**config.mk**
```make
export PLATFORM = sky130hd
export DESIGN_NAME = piso_serializer
export DESIGN_NICKNAME = d
export VERILOG_FILES = /design/src/rtl/seq_pkg.sv /design/src/rtl/piso_serializer.sv
export SDC_FILE = /design/constraint.sdc
export NUM_CORES = 1
export LEC_CHECK = 0
export ABC_CLOCK_PERIOD_IN_PS = 3210
export CORE_UTILIZATION = 55
export CTS_BUF_LIST = sky130_fd_sc_hd__clkbuf_8
export CTS_CLUSTER_SIZE = 40
export DETAILED_ROUTE_END_ITERATION = 8
export GPL_TIMING_DRIVEN = 0
export PLACE_DENSITY_LB_ADDON = 0.25
export SLEW_MARGIN = 0
export SYNTH_ARGS = -nofsm -noshare
export SYNTH_HDL_FRONTEND = slang
export SYNTH_SLANG_ARGS = --single-unit
```
**constraint.sdc**
```tcl
create_clock -name clk -period 3.21 [get_ports clk]
set_input_delay 0.321 -clock clk [delete_from_list [all_inputs] [get_ports clk]]
set_output_delay 0.321 -clock clk [all_outputs]
set_load 0.02 [all_outputs]
```
**src/rtl/seq_pkg.sv**
```systemverilog
// Shared definitions for the serializer and the serial sequence detectors:
// FSM state encodings and the bit-counter width helper.
package seq_pkg;

    localparam logic [1:0] SER_IDLE   = 2'd0;
    localparam logic [1:0] SER_SHIFT  = 2'd1;
    localparam logic [1:0] SER_PARITY = 2'd2;

    // Counter wide enough to hold 0..width inclusive.
    function automatic int unsigned ser_cnt_width(input int unsigned width);
        return $clog2(width + 1);
    endfunction

endpackage

```
**src/rtl/piso_serializer.sv**
```systemverilog
// Parallel-in serial-out serializer with valid/ready load and per-bit enable.
// Optional macro SER_PARITY_EN appends one even-parity bit after each word.
module piso_serializer
    import seq_pkg::*;
#(
    parameter int unsigned WIDTH     = 8,
    parameter bit          MSB_FIRST = 1'b1
) (
    input  logic             clk,
    input  logic             rst,
    input  logic [WIDTH-1:0] data_in,
    input  logic             load_valid,
    output logic             load_ready,
    input  logic             bit_en,
    output logic             ser_out,
    output logic             ser_valid,
    output logic             busy
);

    localparam int unsigned   CW       = ser_cnt_width(WIDTH);
    localparam logic [CW-1:0] LAST_CNT = CW'(WIDTH - 1);

    logic [1:0]       state_q, state_d;
    logic [WIDTH-1:0] shift_q, shift_d;
    logic [CW-1:0]    cnt_q, cnt_d;
    logic             ser_out_q, ser_out_d;
    logic             ser_valid_q, ser_valid_d;
    logic [WIDTH-1:0] shifted;
    logic             last_bit;
    logic             handshake;
`ifdef SER_PARITY_EN
    logic             parity_q, parity_d;
`endif

    assign last_bit = (cnt_q == LAST_CNT);
    assign shifted  = MSB_FIRST ? {shift_q[WIDTH-2:0], 1'b0} : {1'b0, shift_q[WIDTH-1:1]};

`ifdef SER_PARITY_EN
    assign load_ready = (state_q == SER_IDLE) || ((state_q == SER_PARITY) && bit_en);
`else
    assign load_ready = (state_q == SER_IDLE) || ((state_q == SER_SHIFT) && last_bit && bit_en);
`endif

    assign handshake = load_valid && load_ready;

    always_comb begin
        state_d     = state_q;
        shift_d     = shift_q;
        cnt_d       = cnt_q;
        ser_out_d   = ser_out_q;
        ser_valid_d = ser_valid_q;
`ifdef SER_PARITY_EN
        parity_d    = parity_q;
`endif
        case (state_q)
            SER_IDLE: begin
                ser_valid_d = 1'b0;
                ser_out_d   = 1'b0;
            end
            SER_SHIFT: begin
                if (bit_en) begin
                    shift_d = shifted;
                    if (last_bit) begin
`ifdef SER_PARITY_EN
                        state_d   = SER_PARITY;
                        ser_out_d = parity_q;
`else
                        state_d     = SER_IDLE;
                        ser_valid_d = 1'b0;
                        ser_out_d   = 1'b0;
                        cnt_d       = '0;
`endif
                    end else begin
                        cnt_d     = cnt_q + 1'b1;
                        ser_out_d = MSB_FIRST ? shifted[WIDTH-1] : shifted[0];
                    end
                end
            end
`ifdef SER_PARITY_EN
            SER_PARITY: begin
                if (bit_en) begin
                    state_d     = SER_IDLE;
                    ser_valid_d = 1'b0;
                    ser_out_d   = 1'b0;
                    cnt_d       = '0;
                end
            end
`endif
            default: begin
                state_d     = SER_IDLE;
                ser_valid_d = 1'b0;
                ser_out_d   = 1'b0;
                cnt_d       = '0;
            end
        endcase

        // A handshake only happens in IDLE or on the final slot, so it overrides.
        if (handshake) begin
            state_d     = SER_SHIFT;
            shift_d     = data_in;
            cnt_d       = '0;
            ser_valid_d = 1'b1;
            ser_out_d   = MSB_FIRST ? data_in[WIDTH-1] : data_in[0];
`ifdef SER_PARITY_EN
            parity_d    = ^data_in;
`endif
        end
    end

    always_ff @(posedge clk) begin
        if (rst) begin
            state_q     <= SER_IDLE;
            shift_q     <= '0;
            cnt_q       <= '0;
            ser_out_q   <= 1'b0;
            ser_valid_q <= 1'b0;
`ifdef SER_PARITY_EN
            parity_q    <= 1'b0;
`endif
        end else begin
            state_q     <= state_d;
            shift_q     <= shift_d;
            cnt_q       <= cnt_d;
            ser_out_q   <= ser_out_d;
            ser_valid_q <= ser_valid_d;
`ifdef SER_PARITY_EN
            parity_q    <= parity_d;
`endif
        end
    end

    assign ser_out   = ser_out_q;
    assign ser_valid = ser_valid_q;
    assign busy      = (state_q != SER_IDLE);

endmodule

```
==> results of run 1 <==
## power breakdown
part / internal [W] / switching (W)
sequential: 0.000185 / 0.00000698
clock: 0.000108 / 0.0000621
combinational: 0.0000413 / 0.0000433
total: 0.000335 / 0.000112
## flip-flops by register name, summed over array words and instances, names as in the netlist
register / flops
ser_valid: 1
state_q: 1
ser_out: 1
cnt_q: 4
shift_q: 7
## worst max-delay path by stage
| stage | cells past startpoint | to | start |
|---|---|---|---|
| after floorplan | 4 | ser_out | state_q[0] |
| after global placement | 4 | load_ready | cnt_q[0] |
| after detailed placement | 4 | load_ready | cnt_q[0] |
| after CTS | 4 | load_ready | cnt_q[0] |
| after global routing | 4 | load_ready | cnt_q[0] |
| final | 4 | load_ready | cnt_q[0] |
## cell usage in the layout, fill, tap and decap left out, types with 4 or more instances in the layout
cell type	synthesis	layout
nor3_1	4	4
a21oi_1	4	4
nand3b_1	9	9
nor4_1	5	5
dfxtp_1	14	14
clkdlybuf4s50_1	0	13
clkbuf_8	0	4
mux2i_1	5	5
nand3_1	4	4
nor2_1	7	7
## synth_stat cells, types with 2 or more instances
master / instances
nand2_1: 3
a21oi_1: 4
nand2b_1: 3
inv_1: 2
o32ai_1: 3
o22ai_1: 2
dfxtp_1: 14
o21ai_0: 3
nand3b_1: 9
clkbuf_1: 2
nor4_1: 5
nor2_1: 7
mux2_2: 2
nand3_1: 4
a211oi_1: 2
nor3_1: 4
mux2i_1: 5
buf_2: 3
## metal layers
metal	global-route usage [%]	wire length [microns]	share of wire [%]
met1	34.3	888	46
met2	43.0	953	50
met3	3.26	52	2.7
met4	10.0	17	0.89
met5	0	0	0
## tightest hold or removal path, stage by stage
cell       delay (ns)
buf_2            0.14
nand2_1          0.07
a2111oi_1        0.06
## final cells by class
class                   instances  area share, %
multi-input cells              71           48.6
flip-flops and latches         14           27.1
repair buffers                 13           12.6
clock buffers                   4           5.31
plain buffers                   7           3.99
well taps                      15           1.81
inverters                       2          0.725
## cells by family after synthesis
logic type,Yosys count
buf+inv,9
flops,14
fa+ha+maj,1
compound gates,19
mux,7
xor+xnor,1
simple gates,43
## metrics by stage
| stage | cells | power [W] | hold slack, ns |
|---|---|---|---|
| after floorplan | 94 | 0.000248 | 0.390 |
| after global placement | 122 | 0.000278 | 0.476 |
| after detailed placement | 122 | 0.000279 | 0.477 |
| after CTS | 126 | 0.000448 | 0.408 |
| after global routing | 126 | 0.000466 | 0.433 |
| final | 126 | 0.000447 | 0.411 |
==> flow_metrics.env, run 1 <==
export IMPL_layout_setup_ws_ns=1.01
export IMPL_period_needed_ns=2.20
export IMPL_muxShareOfSynthArea_pct=8.72
export IMPL_synthesis_nets=107
export IMPL_fin_setup_tns_ns=0
export IMPL_grt_max_degree=11
export IMPL_drt_iter0_drc=31
export IMPL_syn_area_sq_um=832
export IMPL_setup_viol=0
export IMPL_ys_seq_elements=14
export IMPL_start_util_pct=61.6
export IMPL_place_area_sq_um=981
export IMPL_yosysTopAreaCellShare_pct=33.7
export IMPL_drive_above_1_share_pct=13.5
export IMPL_hold_path_endpoint="ser_out"
export IMPL_fmax_mhz=455
export IMPL_pre_cts_slack_ns=1.30
export IMPL_multiInputGateArea_sq_um=503
export IMPL_synth_compound_area_share_pct=17.0
export IMPL_crit_path_max_incr_delay_ns=0.61
export IMPL_crit_chain="ha_1 > nand4b_1 > nand2_1 > clkdlybuf4s50_1"
export IMPL_regArea_sq_um=280
export IMPL_crit_family="buffers and inverters"
export IMPL_dieArea_sq_um=1670
export IMPL_synth_cell_types=35
export IMPL_worst_setup_path_end_kind="output port"
export IMPL_antenna_found_initial=0
export IMPL_rsz0062_at_grt="no"
export IMPL_yosys_area_share_simple_pct=32.2
export IMPL_yosys_area_share_adder_pct=1.50
export IMPL_postRouteAntennaNets=0
export IMPL_critPathSlowestCell="clkdlybuf4s50_1"
export IMPL_dpl_hpwl_mm=1.37
export IMPL_finalHoldViolCount=0
export IMPL_rr_endpoint="shift_q[4]"
export IMPL_synth_sequential_area_ratio_pct=33.7
export IMPL_grt_pass1_vias=633
export IMPL_synth_area_leaders="dfxtp_1 (34%), nand3b_1 (8.1%), mux2i_1 (6.0%)"
export IMPL_reg2reg_slack_ns=1.65
export IMPL_area_delta_synth_final_pct=24.5
export IMPL_post_route_period_util_pct=68.5
export IMPL_ios=16
export IMPL_yosysWarnings=0
export IMPL_core_region_area_sq_um=1350
export IMPL_postLayoutCoreUtil_pct=76.7
export IMPL_fillerInstances=104
export IMPL_track_usage_pct=26.2
export IMPL_cp_data_arrival_time_ns=1.88
export IMPL_synthCells=94
export IMPL_synth_top_area_cell="dfxtp_1"
export IMPL_numCtsBuffers=3
export IMPL_h_tree_depth=1
export IMPL_ir_drop_mv=0.224
export IMPL_clock_skew_ns=0.00143
export IMPL_synth_edf_count=0
export IMPL_critPathMaxFanout=6
export IMPL_synth_top_family_by_area="simple AND/OR/NAND/NOR gates"
export IMPL_overflow=0
export IMPL_holdBufCountCts=0
export IMPL_clkSlewWorstSetupHoldPaths_ns=0.06
export IMPL_grt_pass1_wl_mm=2.88
export IMPL_maxSlewHeadroom_pct=67.1
export IMPL_cts_root_buffer="clkbuf_8"
export IMPL_synth_xor_area_share_pct=1.05
export IMPL_tightest_slew_ns=0.494
export IMPL_critPathBufInv=1
export IMPL_die_x_microns=40.9
export IMPL_cp_required_ns=2.89
export IMPL_num_rows=13
export IMPL_cts_path_max_buffers=2
export IMPL_numPortBuffers=13
export IMPL_maxCapViolCount=0
export IMPL_setup_worst_path_start_class="register"
export IMPL_cts_tree="built"
export IMPL_reg2reg_from="cnt_q[0]"
export IMPL_r2r_worst_path_cells=4
export IMPL_gp_congestion=0.795
export IMPL_hold_depth=3
export IMPL_drcViolationCount=0
export IMPL_synthArstFlopShare_pct=0
export IMPL_vias_per_cell=6.37
export IMPL_cts_resized_gates=0
export IMPL_drt_total_wl_mm=1.91
export IMPL_vias=802
export IMPL_firstDrtPassIters=4
export IMPL_power_per_cell_area_nw_per_um2=432
export IMPL_critical_path_class="reg2out"
export IMPL_layout_nets=125
export IMPL_clkLatencyLatePin_ns=0.24
export IMPL_finalInstanceArea_sq_um=1040
export IMPL_post_cts_buffers=0
export IMPL_synth_avg_cell_area_sq_um=8.85
export IMPL_ys_flop_type="dfxtp_1"
export IMPL_min_from="load_valid"
export IMPL_report_final_slew_viol_count=0
export IMPL_wl_per_cell_microns=15.2
export IMPL_outcome="finished, final reports clean"
export IMPL_p_leak_nw=0.406
export IMPL_die_h_microns=40.9
export IMPL_min_path_type="in2reg"
export IMPL_clock_sinks=14
export IMPL_antenna_cells=0
No activity file was read; power rests on OpenSTA's default activity.
==> run 2, diff against run 1 <==
- ABC_CLOCK_PERIOD_IN_PS: 3210 -> 2000
- CORE_UTILIZATION: 55 -> 47
- clock period: 3.21 -> 2 ns (I/O delays scaled with it)
==> run 2 against run 1 <==
First-iteration DRC count shrank 74%. Clock power grew 63%. Via count shrank 1.2%. Sequential cell count is the same. Register-to-register slack lost 1.2 ns. Core utilization shrank 11 points. Worst hold slack lost 0.12 ns. Largest cell class unchanged.
==> flow_metrics.env, run 2 (same netlist as run 1, synthesis figures left out) <==
export IMPL_outcome="finished, final reports clean"
export IMPL_post_cts_buffers=0
export IMPL_cts_path_max_buffers=2
export IMPL_crit_chain="ha_1 > nand4b_1 > nand2_1 > dlygate4sd2_1"
export IMPL_ios=16
export IMPL_final_cell_mix="dfxtp_1 (14), clkdlybuf4s50_1 (12), nand3b_1 (9), nor2_1 (7)"
export IMPL_clkSlewWorstSetupHoldPaths_ns=0.06
export IMPL_largest_register="shift_q"
export IMPL_cts_resized_gates=1
export IMPL_dieArea_sq_um=1940
export IMPL_critPathMaxFanout=6
export IMPL_numCtsBuffers=3
export IMPL_vias=792
export IMPL_post_route_period_util_pct=90.7
export IMPL_grt_pass1_wl_mm=3.10
export IMPL_largest_reg_flops=7
export IMPL_period_needed_ns=1.81
export IMPL_final_common_cell="dfxtp_1"
export IMPL_core_region_area_sq_um=1580
export IMPL_min_from="load_valid"
export IMPL_grt_max_degree=11
export IMPL_final_cells=127
export IMPL_maxSlewHeadroom_pct=67.1
export IMPL_critPathSlowestCell="dfxtp_1"
export IMPL_hold_path_endpoint="ser_out"
export IMPL_fillerInstances=132
export IMPL_layout_nets=125
export IMPL_cp_data_arrival_time_ns=1.61
export IMPL_start_util_pct=52.8
export IMPL_setup_worst_path_start_class="register"
export IMPL_report_final_slew_viol_count=0
export IMPL_drive_above_1_share_pct=13.5
export IMPL_firstDrtPassIters=4
export IMPL_antenna_found_initial=0
export IMPL_drt_total_wl_mm=1.89
export IMPL_h_tree_depth=1
export IMPL_tightest_slew_ns=0.494
export IMPL_num_rows=14
export IMPL_postRouteAntennaNets=0
export IMPL_area_delta_synth_final_pct=24.5
export IMPL_cp_required_ns=1.80
export IMPL_min_path_type="in2reg"
export IMPL_die_x_microns=44.1
export IMPL_cts_root_buffer="clkbuf_8"
export IMPL_rsz0062_at_grt="no"
export IMPL_overflow=0
export IMPL_ir_drop_mv=0.589
export IMPL_dpl_hpwl_mm=1.34
export IMPL_fin_setup_tns_ns=0
export IMPL_clkLatencyLatePin_ns=0.25
export IMPL_reg2reg_from="cnt_q[0]"
export IMPL_r2r_worst_path_cells=4
export IMPL_clock_sinks=14
export IMPL_vias_per_cell=6.24
export IMPL_worst_setup_path_end_kind="output port"
export IMPL_rr_endpoint="shift_q[4]"
export IMPL_dpl_cell_count=123
export IMPL_crit_family="flip-flops"
export IMPL_finalHoldViolCount=0
export IMPL_clock_skew_ns=0.00347
export IMPL_drcViolationCount=0
export IMPL_cts_tree="built"
export IMPL_setup_viol=0
export IMPL_track_usage_pct=21.9
export IMPL_maxCapViolCount=0
export IMPL_critPathBufInv=1
export IMPL_power_per_cell_area_nw_per_um2=698
export IMPL_drt_iter0_drc=8
export IMPL_hold_depth=3
export IMPL_critical_path_class="reg2out"
export IMPL_reg2reg_slack_ns=0.45
export IMPL_gp_congestion=0.824
export IMPL_crit_path_max_incr_delay_ns=0.38
export IMPL_reg_top3="shift_q: 7 flops, cnt_q: 4 flops"
export IMPL_die_h_microns=44.1
export IMPL_numPortBuffers=13
export IMPL_grt_pass1_vias=704
export IMPL_wl_per_cell_microns=14.9
export IMPL_antenna_cells=0
export IMPL_holdBufCountCts=0
export IMPL_p_leak_nw=0.406
export IMPL_fmax_mhz=551
[run 2: cell types whose count changed in the layout (fill, tap and decap cells not counted), sizes merged]
cell | previous run | this run
clkdlybuf4s50 | 13 | 12
dlygate4sd2 | 0 | 1
[run 2: worst max path at each step]
| stage | startpoint | to | slack [ns] | cells past startpoint |
|---|---|---|---|---|
| CTS | cnt_q[0] | load_ready | 0.19 | 4 |
| detailed placement | cnt_q[0] | load_ready | 0.21 | 4 |
| floorplan | state_q[0] | ser_out | 0.60 | 4 |
| finish | cnt_q[0] | load_ready | 0.19 | 4 |
| global route | cnt_q[0] | load_ready | 0.1 | 4 |
| global placement | cnt_q[0] | load_ready | 0.23 | 4 |
[run 2: layout make-up]
class                      instances  area (sq um)  area share [%]
tap                               16          20.0            1.93
timing repair buffer              13           129            12.4
inverter                           2          7.51           0.725
buffer                             7          41.3            3.99
multi-input combinational         71           503            48.6
sequential                        14           280            27.1
clock buffer                       4          55.1            5.31
[run 2: routing by layer]
layer | vias to the layer above | track usage (%) | wire length [microns]
met4 | 0 | 7.88 | 19
li1 | 394 | - | -
met1 | 371 | 28.4 | 902
met3 | 4 | 7.35 | 132
met5 | - | 0 | 0
met2 | 23 | 34.1 | 830
[run 2: worst min-delay path, stage by stage]
cell	delay, ns
buf_2	0.15
nand2_1	0.07
a2111oi_1	0.07
[run 2: stage by stage]
step / worst slack [ns] / hold slack [ns] / power [W] / util, % / instance area, sq um
after global placement: 0.231 / 0.469 / 0.000446 / 62.3 / 982
after detailed placement: 0.211 / 0.483 / 0.000448 / 62.3 / 982
after CTS: 0.194 / 0.283 / 0.000727 / 65.7 / 1040
after global routing: 0.0956 / 0.296 / 0.000755 / 65.7 / 1040
after floorplan: 0.599 / 0.269 / 0.000398 / - / 832
final: 0.187 / 0.295 / 0.000723 / 65.7 / 1040
[run 2: power by group]
group	leakage (nW)	switching [W]	total, W	internal (W)
clock network	0.0288	0.000105	0.000279	0.000175
registers	0.115	0.0000112	0.000309	0.000297
logic	0.262	0.0000693	0.000135	0.0000654
